File: config.mk
export PLATFORM = sky130hd
export DESIGN_NAME = alu_operand_sequencer
export DESIGN_NICKNAME = d
export VERILOG_FILES = /design/src/rtl/alu_operand_sequencer.sv
export SDC_FILE = /design/constraint.sdc
export NUM_CORES = 1
export LEC_CHECK = 0
export ABC_AREA = 1
export CELL_PAD_IN_SITES_DETAIL_PLACEMENT = 0
export CELL_PAD_IN_SITES_GLOBAL_PLACEMENT = 1
export CORE_UTILIZATION = 31
export CTS_BUF_LIST = sky130_fd_sc_hd__clkbuf_8 sky130_fd_sc_hd__clkbuf_16
export CTS_CLUSTER_DIAMETER = 200
export CTS_CLUSTER_SIZE = 8
export DETAILED_ROUTE_END_ITERATION = 8
export GPL_ROUTABILITY_DRIVEN = 0
export PLACE_DENSITY_LB_ADDON = 0.1
export SLEW_MARGIN = 15
export SYNTH_ARGS = -nofsm -noshare
export SYNTH_HDL_FRONTEND = slang
export SYNTH_SLANG_ARGS = --single-unit
File: constraint.sdc
create_clock -name clk -period 4.8 [get_ports clk]
set_clock_uncertainty 0.15 [all_clocks]
set_input_delay 1.44 -clock clk [delete_from_list [all_inputs] [get_ports clk]]
set_output_delay 1.44 -clock clk [all_outputs]
set_load 0.01 [all_outputs]
File: src/rtl/alu_operand_sequencer.sv
// alu_operand_sequencer
//
// Sequential front end for a combinational M-bit ALU. One press of `enter`
// advances one step. The first press loads operand A from data_in, the
// second loads operand B, and the third loads the 2-bit opcode. The block
// then spends one cycle in EXEC so the ALU can settle on the new opcode.
// After that it captures the ALU's Result and Flags and shows them until
// the next press. `undo` steps back one stage and never clears a register.
//
// Optional feature, controlled by the CHAIN_RESULT_EN macro:
//   defined   - enter in SHOW loads A with the captured result and jumps to
//               WAIT_B, so results can be accumulated.
//   undefined - enter in SHOW returns to WAIT_A and leaves A unchanged.
//
// Ports:
//   clk, reset         system clock, synchronous active-high reset
//   data_in [M]        operand / opcode source (opcode uses bits [1:0])
//   enter, undo        debounced levels; rising edges are detected here
//   alu_result [M]     Result from the ALU
//   alu_flags [5]      Flags from the ALU, {N,Z,C,V,P}
//   A, B [M], OpCode   registered operands and opcode driven to the ALU
//   result_q, flags_q  captured Result / Flags
//   display [M]        value for the display driver
//   phase [4]          one-hot {SHOW, WAIT_OP, WAIT_B, WAIT_A}, zero in EXEC
//   done               high while result_q/flags_q hold a fresh result
module alu_operand_sequencer #(
  parameter int M = 8
) (
  input  logic         clk,
  input  logic         reset,
  input  logic [M-1:0] data_in,
  input  logic         enter,
  input  logic         undo,
  input  logic [M-1:0] alu_result,
  input  logic [4:0]   alu_flags,
  output logic [M-1:0] A,
  output logic [M-1:0] B,
  output logic [1:0]   OpCode,
  output logic [M-1:0] result_q,
  output logic [4:0]   flags_q,
  output logic [M-1:0] display,
  output logic [3:0]   phase,
  output logic         done
);

  typedef enum logic [2:0] {
    S_WAIT_A  = 3'd0,
    S_WAIT_B  = 3'd1,
    S_WAIT_OP = 3'd2,
    S_EXEC    = 3'd3,
    S_SHOW    = 3'd4
  } state_t;

  state_t       state_reg;
  logic [M-1:0] a_reg;
  logic [M-1:0] b_reg;
  logic [1:0]   opcode_reg;
  logic [M-1:0] result_reg;
  logic [4:0]   flags_reg;
  logic         done_reg;

  // Two registered copies of each button: the first copy is the "current"
  // sample and the second is the "previous" sample. Both reset to 0, so a
  // button that is already high when reset releases still gives one event.
  logic enter_cur_reg, enter_prev_reg;
  logic undo_cur_reg,  undo_prev_reg;

  logic enter_ev, undo_ev;
  logic enter_go, undo_go;

  assign enter_ev = enter_cur_reg & ~enter_prev_reg;
  assign undo_ev  = undo_cur_reg  & ~undo_prev_reg;
  // Simultaneous enter and undo events are ambiguous, so both are dropped.
  assign enter_go = enter_ev & ~undo_ev;
  assign undo_go  = undo_ev  & ~enter_ev;

  always_ff @(posedge clk) begin
    if (reset) begin
      state_reg      <= S_WAIT_A;
      a_reg          <= '0;
      b_reg          <= '0;
      opcode_reg     <= '0;
      result_reg     <= '0;
      flags_reg      <= '0;
      done_reg       <= 1'b0;
      enter_cur_reg  <= 1'b0;
      enter_prev_reg <= 1'b0;
      undo_cur_reg   <= 1'b0;
      undo_prev_reg  <= 1'b0;
    end else begin
      enter_cur_reg  <= enter;
      enter_prev_reg <= enter_cur_reg;
      undo_cur_reg   <= undo;
      undo_prev_reg  <= undo_cur_reg;

      case (state_reg)
        S_WAIT_A: begin
          if (enter_go) begin
            a_reg     <= data_in;
            state_reg <= S_WAIT_B;
          end
        end
        S_WAIT_B: begin
          if (enter_go) begin
            b_reg     <= data_in;
            state_reg <= S_WAIT_OP;
          end else if (undo_go) begin
            state_reg <= S_WAIT_A;
          end
        end
        S_WAIT_OP: begin
          if (enter_go) begin
            opcode_reg <= data_in[1:0];
            state_reg  <= S_EXEC;
          end else if (undo_go) begin
            state_reg <= S_WAIT_B;
          end
        end
        S_EXEC: begin
          // The ALU has had this whole cycle to settle on the new opcode.
          // Any button events seen during this cycle are discarded.
          result_reg <= alu_result;
          flags_reg  <= alu_flags;
          done_reg   <= 1'b1;
          state_reg  <= S_SHOW;
        end
        S_SHOW: begin
          if (enter_go) begin
            done_reg <= 1'b0;
`ifdef CHAIN_RESULT_EN
            a_reg     <= result_reg;
            state_reg <= S_WAIT_B;
`else
            state_reg <= S_WAIT_A;
`endif
          end else if (undo_go) begin
            done_reg  <= 1'b0;
            state_reg <= S_WAIT_OP;
          end
        end
        default: state_reg <= S_WAIT_A;
      endcase
    end
  end

  assign A        = a_reg;
  assign B        = b_reg;
  assign OpCode   = opcode_reg;
  assign result_q = result_reg;
  assign flags_q  = flags_reg;
  assign done     = done_reg;

  always_comb begin
    phase   = 4'b0000;
    display = result_reg;
    case (state_reg)
      S_WAIT_A: begin
        phase   = 4'b0001;
        display = data_in;
      end
      S_WAIT_B: begin
        phase   = 4'b0010;
        display = data_in;
      end
      S_WAIT_OP: begin
        phase   = 4'b0100;
        display = {{(M-2){1'b0}}, data_in[1:0]};
      end
      S_SHOW: begin
        phase   = 4'b1000;
        display = result_reg;
      end
      default: begin
        phase   = 4'b0000;
        display = result_reg;
      end
    endcase
  end

endmodule

==> impl_metrics.toml, run 1 <==
[run]
max_cap_violations = 0

[layout]
nNetsFinal = 306
finalNonFillerCells = 347
fillCellCount = 509
multi_input_area_um2 = 729
layout-drive-gt1-share_pct = 6.07
final_cell_mix = "clkdlybuf4s50_1, nand2_1, dfxtp_1"
final_common_cell = "clkdlybuf4s50_1"
synthToLayoutAreaGrowth_pct = 54.5
antenna_cells = 0
final-seq-area_um2 = 781
fin_area_mm2 = 0.00247
final_util_pct = 50.9

[place]
pre_cts_slack_ns = 0.455
dp_hpwl_um = 3150
placedInstanceArea_mm2 = 0.00233
dp_cells = 339
io_buffers = 68

[sta]
hold_viol = 0
relSlewSlack_pct = 63.0
drv_slew = 0
period_share_pct = 90.3
totalNegativeSetupSlack_ns = 0
worstMarginPinSlew_ns = 0.553
period_minus_slack_ns = 4.33
setup_violations = 0
fmax_mhz = 231
rsz0062_at_grt = "no"
worst_slack_ns = 0.465
holdWs_ns = 0.273

[synth]
syn-cell-area_mm2 = 0.00160
synth_area_leaders = "dfxtp_1, nand2_1, nand3_1, nor2_1, a21oi_1"
yosysUniqueCellTypes = 18
yosys.area.top_type = "dfxtp_1"
yosys_warnings = 0
yosys.area.top_type_share_pct = 48.9
yosysSeqAreaShare_pct = 48.9
syn_avg_cell_area_um2 = 7.57
yosys_register_bits = 39
synthesis.nets = 238
syn-instance-count = 211

[pwr]
pwr-share-clk_pct = 30.7
combPwrFrac_pct = 32.5
seqPwrFrac_pct = 36.8
p_leak_nw = 0.965
powerDensity_mw_per_mm2 = 426
internal-power_mw = 0.730
peakVddDrop_uv = 248
swShare_pct = 30.6
power_mw = 1.05
switching_power_mw = 0.322

[route]
drtAntennaViolNets = 0
drtIter0Drc = 111
routed_wl_um = 4380
first_pass_iters = 4
vias = 1579
avgViaCountPerCell = 4.55
drcViolationCount = 0
wire_per_inst_um = 12.6

[floorplanning]
start_util_pct = 32.9
dieHeight_um = 73.8
rows = 25
ios = 69
dieArea_mm2 = 0.00544
core_area_mm2 = 0.00485
die-width_um = 73.8

[worst_setup_path]
cpMostUsedCell = "clkdlybuf4s50_1"
critPathKind = "in2out"
cp-start-kind = "primary input"
arrival_ns = 2.74
slowest_delay_ns = 0.57
cp_max_fo = 4
reg2reg_depth = 4
worstPathCellList = "clkdlybuf4s50_1, mux2_2, clkdlybuf4s50_1"
crit_slowest_cell = "clkdlybuf4s50_1"
cp.required_ns = 3.21
cp-end-kind = "output port"

[clocking]
cts_root_buffer = "clkbuf_8"
clkTransAtPathRegs_ns = 0.08
htree_levels = 2
clockBufferDepth = 2
clk_latency_ns = 0.29
cts_repair_resize_count = 0
cts_hold_buf = 0
cts_tree = "done"
cts_buffers = 5
clock-sinks = 39
post_cts_buffers = 0

[min_path]
min_path_type = "reg2reg"
hold_depth = 2

[global_route]
grt_max_degree = 27
grt_pass1_wl_um = 7040
antenna_found_initial = 0
global_route.overflow_total = 0
grt_pass1_vias = 1459
grt_usage_pct = 17.3

[outcome]
run_status = "finished, final reports clean"
-- final cells by class --
class	count	area share, %
well taps	67	3.40
repair buffers	69	27.9
inverters	14	2.13
multi-input cells	150	29.6
flip-flops and latches	39	31.6
clock inverters	3	2.59
clock buffers	5	2.79
-- routing by layer --
metal / share of wire [%] / wire length [um] / GRT usage, %
met1: 46 / 2030 / 21.6
met2: 47 / 2060 / 28.2
met3: 5.1 / 222 / 3.57
met4: 1.6 / 68 / 8.33
met5: 0 / 0 / 0
-- critical path: cells and delay by family --
kind / cells / cell delay (ns)
buf+inv: 2 / 1.12
mux: 1 / 0.18
-- kinds of logic (layout without fill, tap and decap cells) --
logic type	after synthesis	count (layout)	synth area share [%]
multiplexers	2	2	1.41
adder cells (fa/ha/maj)	2	2	1.57
AND/OR/NAND/NOR	111	111	31.7
buffers and inverters	22	91	5.41
AO/OA/AOI/OAI	35	35	11.0
flip-flops	39	39	48.9
-- worst paths after layout --
path / startpoint / endpoint / slack (ns)
worst max-delay path: data_in[0] / display[0] / 0.47
worst min-delay path: undo_cur_reg$_SDFF_PP0_ / undo_prev_reg$_SDFF_PP0_ / 0.27
worst max register to register: state_reg[0]$_SDFFE_PP0P_ / result_q[1]$_SDFFE_PP0P_ / 2.89
worst min register to register: undo_cur_reg$_SDFF_PP0_ / undo_prev_reg$_SDFF_PP0_ / 0.27
-- power by group through the flow --
stage          logic (mW)  clock network [mW]  registers [mW]
3_3_place_gp        0.343                   0           0.394
6_report            0.342               0.323           0.387
3_5_place_dp        0.344                   0           0.395
2_1_floorplan       0.170                   0           0.404
4_1_cts             0.345               0.329           0.387
5_1_grt             0.380               0.345           0.392
-- cells in the mapped netlist --
library cell and count:
nand2_1 41, dfxtp_1 39, nor2_1 34, nand3_1 30, a21oi_1 21, o21ai_0 14
inv_1 13, clkbuf_1 6, ha_1 2, mux2_2 2, nor2_8 2, buf_1 1
buf_4 1, inv_2 1, nand2_2 1, nand2_4 1, nor2_4 1, or2_2 1
Note: power is estimated with default switching activity, not from simulation.
==> run 2: changes to the inputs <==
- CORE_UTILIZATION: 31 -> 29
- CTS_CLUSTER_DIAMETER: 200 -> 120
- clock period: 4.8 -> 4.5 ns (I/O delays scaled with it)
==> run 2 against run 1 <==
  * Critical path type unchanged
  * Clock power is 26% lower
  * Sequential cell count stayed put
  * Hold slack worse by 0.0013 ns
  * First-iteration DRC count is 24% lower
  * Non-clock buffer count stayed put
==> impl_metrics.toml, run 2 (synthesis results as in run 1) <==
[outcome]
run_status = "finished, final reports clean"

[global_route]
grt_usage_pct = 16.1
grt_max_degree = 27
grt_pass1_wl_um = 7470
antenna_found_initial = 0
global_route.overflow_total = 0
grt_pass1_vias = 1495

[sta]
setup_violations = 0
totalNegativeSetupSlack_ns = 0
drv_slew = 0
rsz0062_at_grt = "no"
worstMarginPinSlew_ns = 0.524
hold_viol = 0
period_minus_slack_ns = 4.14
fmax_mhz = 241
holdWs_ns = 0.271
relSlewSlack_pct = 65.0
period_share_pct = 92.1

[worst_setup_path]
cp-end-kind = "output port"
cp-start-kind = "primary input"
critPathKind = "in2out"
arrival_ns = 2.64
startpoint = "data_in[1]"
cp_max_fo = 4
r2r_start = "state_reg[0]$_SDFFE_PP0P_"
ff2ff_setup_slack_ns = 2.66
cp-endpoint = "display[1]"
cp.required_ns = 3.00
reg2reg_depth = 4
r2r-end = "result_q[7]$_SDFFE_PP0P_"

[floorplanning]
rows = 26
ios = 69
dieHeight_um = 76.2
start_util_pct = 30.7
core_area_mm2 = 0.00520
dieArea_mm2 = 0.00581
die-width_um = 76.2

[layout]
final_cell_mix = "clkdlybuf4s50_1, nand2_1, dfxtp_1"
nNetsFinal = 306
layout-drive-gt1-share_pct = 6.09
fin_area_mm2 = 0.00243
final_common_cell = "clkdlybuf4s50_1"
synthToLayoutAreaGrowth_pct = 52.0
fillCellCount = 538
antenna_cells = 0
finalNonFillerCells = 349

[clocking]
clkTransAtPathRegs_ns = 0.07
cts_root_buffer = "clkbuf_8"
post_cts_buffers = 0
cts_tree = "done"
cts_hold_buf = 0
htree_levels = 2
clock-sinks = 39
clk_latency_ns = 0.28
cts_repair_resize_count = 0
cts_buffers = 5
clockBufferDepth = 2

[route]
drtAntennaViolNets = 0
drtIter0Drc = 84
routed_wl_um = 4180
first_pass_iters = 4
vias = 1579
wire_per_inst_um = 12.0
avgViaCountPerCell = 4.52
drcViolationCount = 0

[place]
placedInstanceArea_mm2 = 0.00234
dp_hpwl_um = 3130
dp_cells = 342
io_buffers = 68

[pwr]
peakVddDrop_uv = 263
power_mw = 1.01
powerDensity_mw_per_mm2 = 417
p_leak_nw = 0.942

[min_path]
min_path_type = "reg2reg"

[run]
max_cap_violations = 0
-- run 2: worst min-delay path by stage --
stage | startpoint | endpoint | slack, ns | cells past startpoint
final | undo_cur_reg$_SDFF_PP0_ | undo_prev_reg$_SDFF_PP0_ | 0.27 | 2
after global routing | undo_cur_reg$_SDFF_PP0_ | undo_prev_reg$_SDFF_PP0_ | 0.29 | 2
after CTS | undo_cur_reg$_SDFF_PP0_ | undo_prev_reg$_SDFF_PP0_ | 0.27 | 2
after detailed placement | undo_cur_reg$_SDFF_PP0_ | undo_prev_reg$_SDFF_PP0_ | 0.26 | 2
after global placement | undo_cur_reg$_SDFF_PP0_ | undo_prev_reg$_SDFF_PP0_ | 0.26 | 2
after floorplan | undo_cur_reg$_SDFF_PP0_ | undo_prev_reg$_SDFF_PP0_ | 0.25 | 2
-- run 2: final cells by class --
type | count | area [um^2] | area share (%)
tap | 70 | 87.6 | 3.61
timing repair buffer | 69 | 688 | 28.4
clock inverter | 1 | 5.00 | 0.206
inverter | 14 | 52.6 | 2.17
clock buffer | 6 | 82.6 | 3.40
sequential | 39 | 781 | 32.2
multi-input combinational | 150 | 729 | 30.1
-- run 2: power breakdown --
part / switching, mW / total [mW] / leakage [nW] / internal (mW)
Sequential: 0.0289 / 0.411 / 0.317 / 0.383
Clock: 0.118 / 0.239 / 0.0470 / 0.120
Combinational: 0.184 / 0.360 / 0.579 / 0.176
-- run 2: worst max-delay path: stages --
cell and delay (ns):
clkdlybuf4s50_1 0.50, mux2_2 0.31, clkdlybuf4s50_1 0.49
-- run 2: per-layer routing --
| layer | GRT usage, % | share of wire (%) | routed length [um] |
|---|---|---|---|
| met4 | 5.77 | 1.4 | 59 |
| met5 | 0 | 0 | 0 |
| met1 | 19.3 | 44 | 1840 |
| met3 | 4.31 | 4.6 | 191 |
| met2 | 27.6 | 50 | 2090 |
-- run 2: stage by stage --
step | setup WS [ns] | util [%]
final | 0.358 | 46.6
after global routing | 0.331 | 46.6
after CTS | 0.345 | 46.6
after detailed placement | 0.343 | 44.9
after global placement | 0.365 | 44.9
after floorplan | 1.37 | -
==> run 3: changes to the inputs <==
- CORE_UTILIZATION: 29 -> 25
==> run 3 against run 2 <==
  * Global-route usage shrank 1.5 points
  * Sequential share of layout area shrank 0.47 points
  * Clock power grew 26%
  * Clock-buffer cell count is the same
  * Register-to-register slack lost 0.07 ns
  * Largest power group unchanged
  * First-iteration DRC count shrank 33%
  * Combinational power grew 2%
  * Highest routed layer unchanged
  * Maximum frequency grew 0.17%
  * Via count grew 0.19%
  * Power grew 6.9%
  * Die area grew 16%
==> impl_metrics.toml, run 3 (synthesis results as in run 1) <==
[clocking]
cts_tree = "done"
clock-sinks = 39
cts_root_buffer = "clkbuf_8"
cts_repair_resize_count = 0
clockBufferDepth = 2
cts_hold_buf = 0
post_cts_buffers = 0
htree_levels = 2
clkTransAtPathRegs_ns = 0.08
clk_latency_ns = 0.29
cts_buffers = 5

[route]
drtAntennaViolNets = 0
vias = 1582
first_pass_iters = 4
top_layer_used = "met4"
wl_met2_um = 2110
drtIter0Drc = 56
drcViolationCount = 0
routed_wl_um = 4480
dr_wl_met3_um = 237
avgViaCountPerCell = 4.46
wire_per_inst_um = 12.6
wl_met1_um = 2060

[global_route]
grt_usage_pct = 14.6
grt_pass1_wl_um = 7360
grt_pass1_vias = 1537
global_route.overflow_total = 0
antenna_found_initial = 0
grt_max_degree = 27

[floorplanning]
dieHeight_um = 81.9
start_util_pct = 26.5
rows = 28
dieArea_mm2 = 0.00671
core_area_mm2 = 0.00603
ios = 69
die-width_um = 81.9

[layout]
synthToLayoutAreaGrowth_pct = 54.2
final-seq-area_um2 = 781
antenna_cells = 0
final_cell_mix = "clkdlybuf4s50_1, nand2_1, dfxtp_1"
final_common_cell = "clkdlybuf4s50_1"
final_util_pct = 40.9
fillCellCount = 656
layout-drive-gt1-share_pct = 6.43
finalNonFillerCells = 355
multi_input_area_um2 = 729
nNetsFinal = 306

[sta]
rsz0062_at_grt = "no"
hold_viol = 0
worst_slack_ns = 0.365
drv_slew = 0
period_minus_slack_ns = 4.14
setup_violations = 0
period_share_pct = 91.9
totalNegativeSetupSlack_ns = 0
worstMarginPinSlew_ns = 0.553
fmax_mhz = 242
relSlewSlack_pct = 63.0

[min_path]
hold_end = "undo_prev_reg$_SDFF_PP0_"
hold_depth = 2
holdCritStartpoint = "undo_cur_reg$_SDFF_PP0_"
min_path_type = "reg2reg"

[run]
max_cap_violations = 0

[worst_setup_path]
ff2ff_setup_slack_ns = 2.59
r2r_start = "state_reg[0]$_SDFFE_PP0P_"
cp.required_ns = 3.00
cp-start-kind = "primary input"
r2r-end = "result_q[7]$_SDFFE_PP0P_"
arrival_ns = 2.64
cp_max_fo = 4
reg2reg_depth = 4
cp-end-kind = "output port"
critPathKind = "in2out"

[place]
dp_hpwl_um = 3330
io_buffers = 68
pre_cts_slack_ns = 0.340
dp_cells = 347

[pwr]
p_leak_nw = 0.957
power_mw = 1.08
peakVddDrop_uv = 191
powerDensity_mw_per_mm2 = 439

[outcome]
run_status = "finished, final reports clean"
[run 3: report_power, final]
part,internal [mW],switching [mW],total [mW]
combinational,0.176,0.190,0.366
sequential,0.383,0.0297,0.412
clock,0.179,0.123,0.302
total,0.738,0.342,1.08
[run 3: layer usage]
metal,GRT usage [%],vias to the layer above
li1,-,820
met1,18.0,714
met2,24.1,40
met3,3.67,8
met4,5.79,0
met5,0,-
[run 3: worst max-delay path by stage]
stage | start | to | slack (ns) | cells after the start
4_1_cts | data_in[1] | display[1] | 0.34 | 3
2_1_floorplan | data_in[0] | display[0] | 1.37 | 1
5_1_grt | data_in[0] | display[0] | 0.33 | 3
3_5_place_dp | data_in[1] | display[1] | 0.34 | 3
3_3_place_gp | data_in[1] | display[1] | 0.36 | 3
6_report | data_in[1] | display[1] | 0.36 | 3
[run 3: metrics by stage]
step,hold WS (ns),area [um^2]
2_1_floorplan,0.252,1600
3_3_place_gp,0.259,2340
3_5_place_dp,0.264,2340
4_1_cts,0.276,2460
5_1_grt,0.309,2460
6_report,0.272,2460
[run 3: worst max-delay path, cell delays in order]
cell and delay, ns:
clkdlybuf4s50_1 0.50, mux2_2 0.31, clkdlybuf4s50_1 0.48
[run 3: layout make-up]
type,count,area share [%]
sequential,39,31.7
multi-input combinational,150,29.6
timing repair buffer,69,27.9
tap,75,3.81
clock buffer,6,3.35
inverter,14,2.13
clock inverter,2,1.42
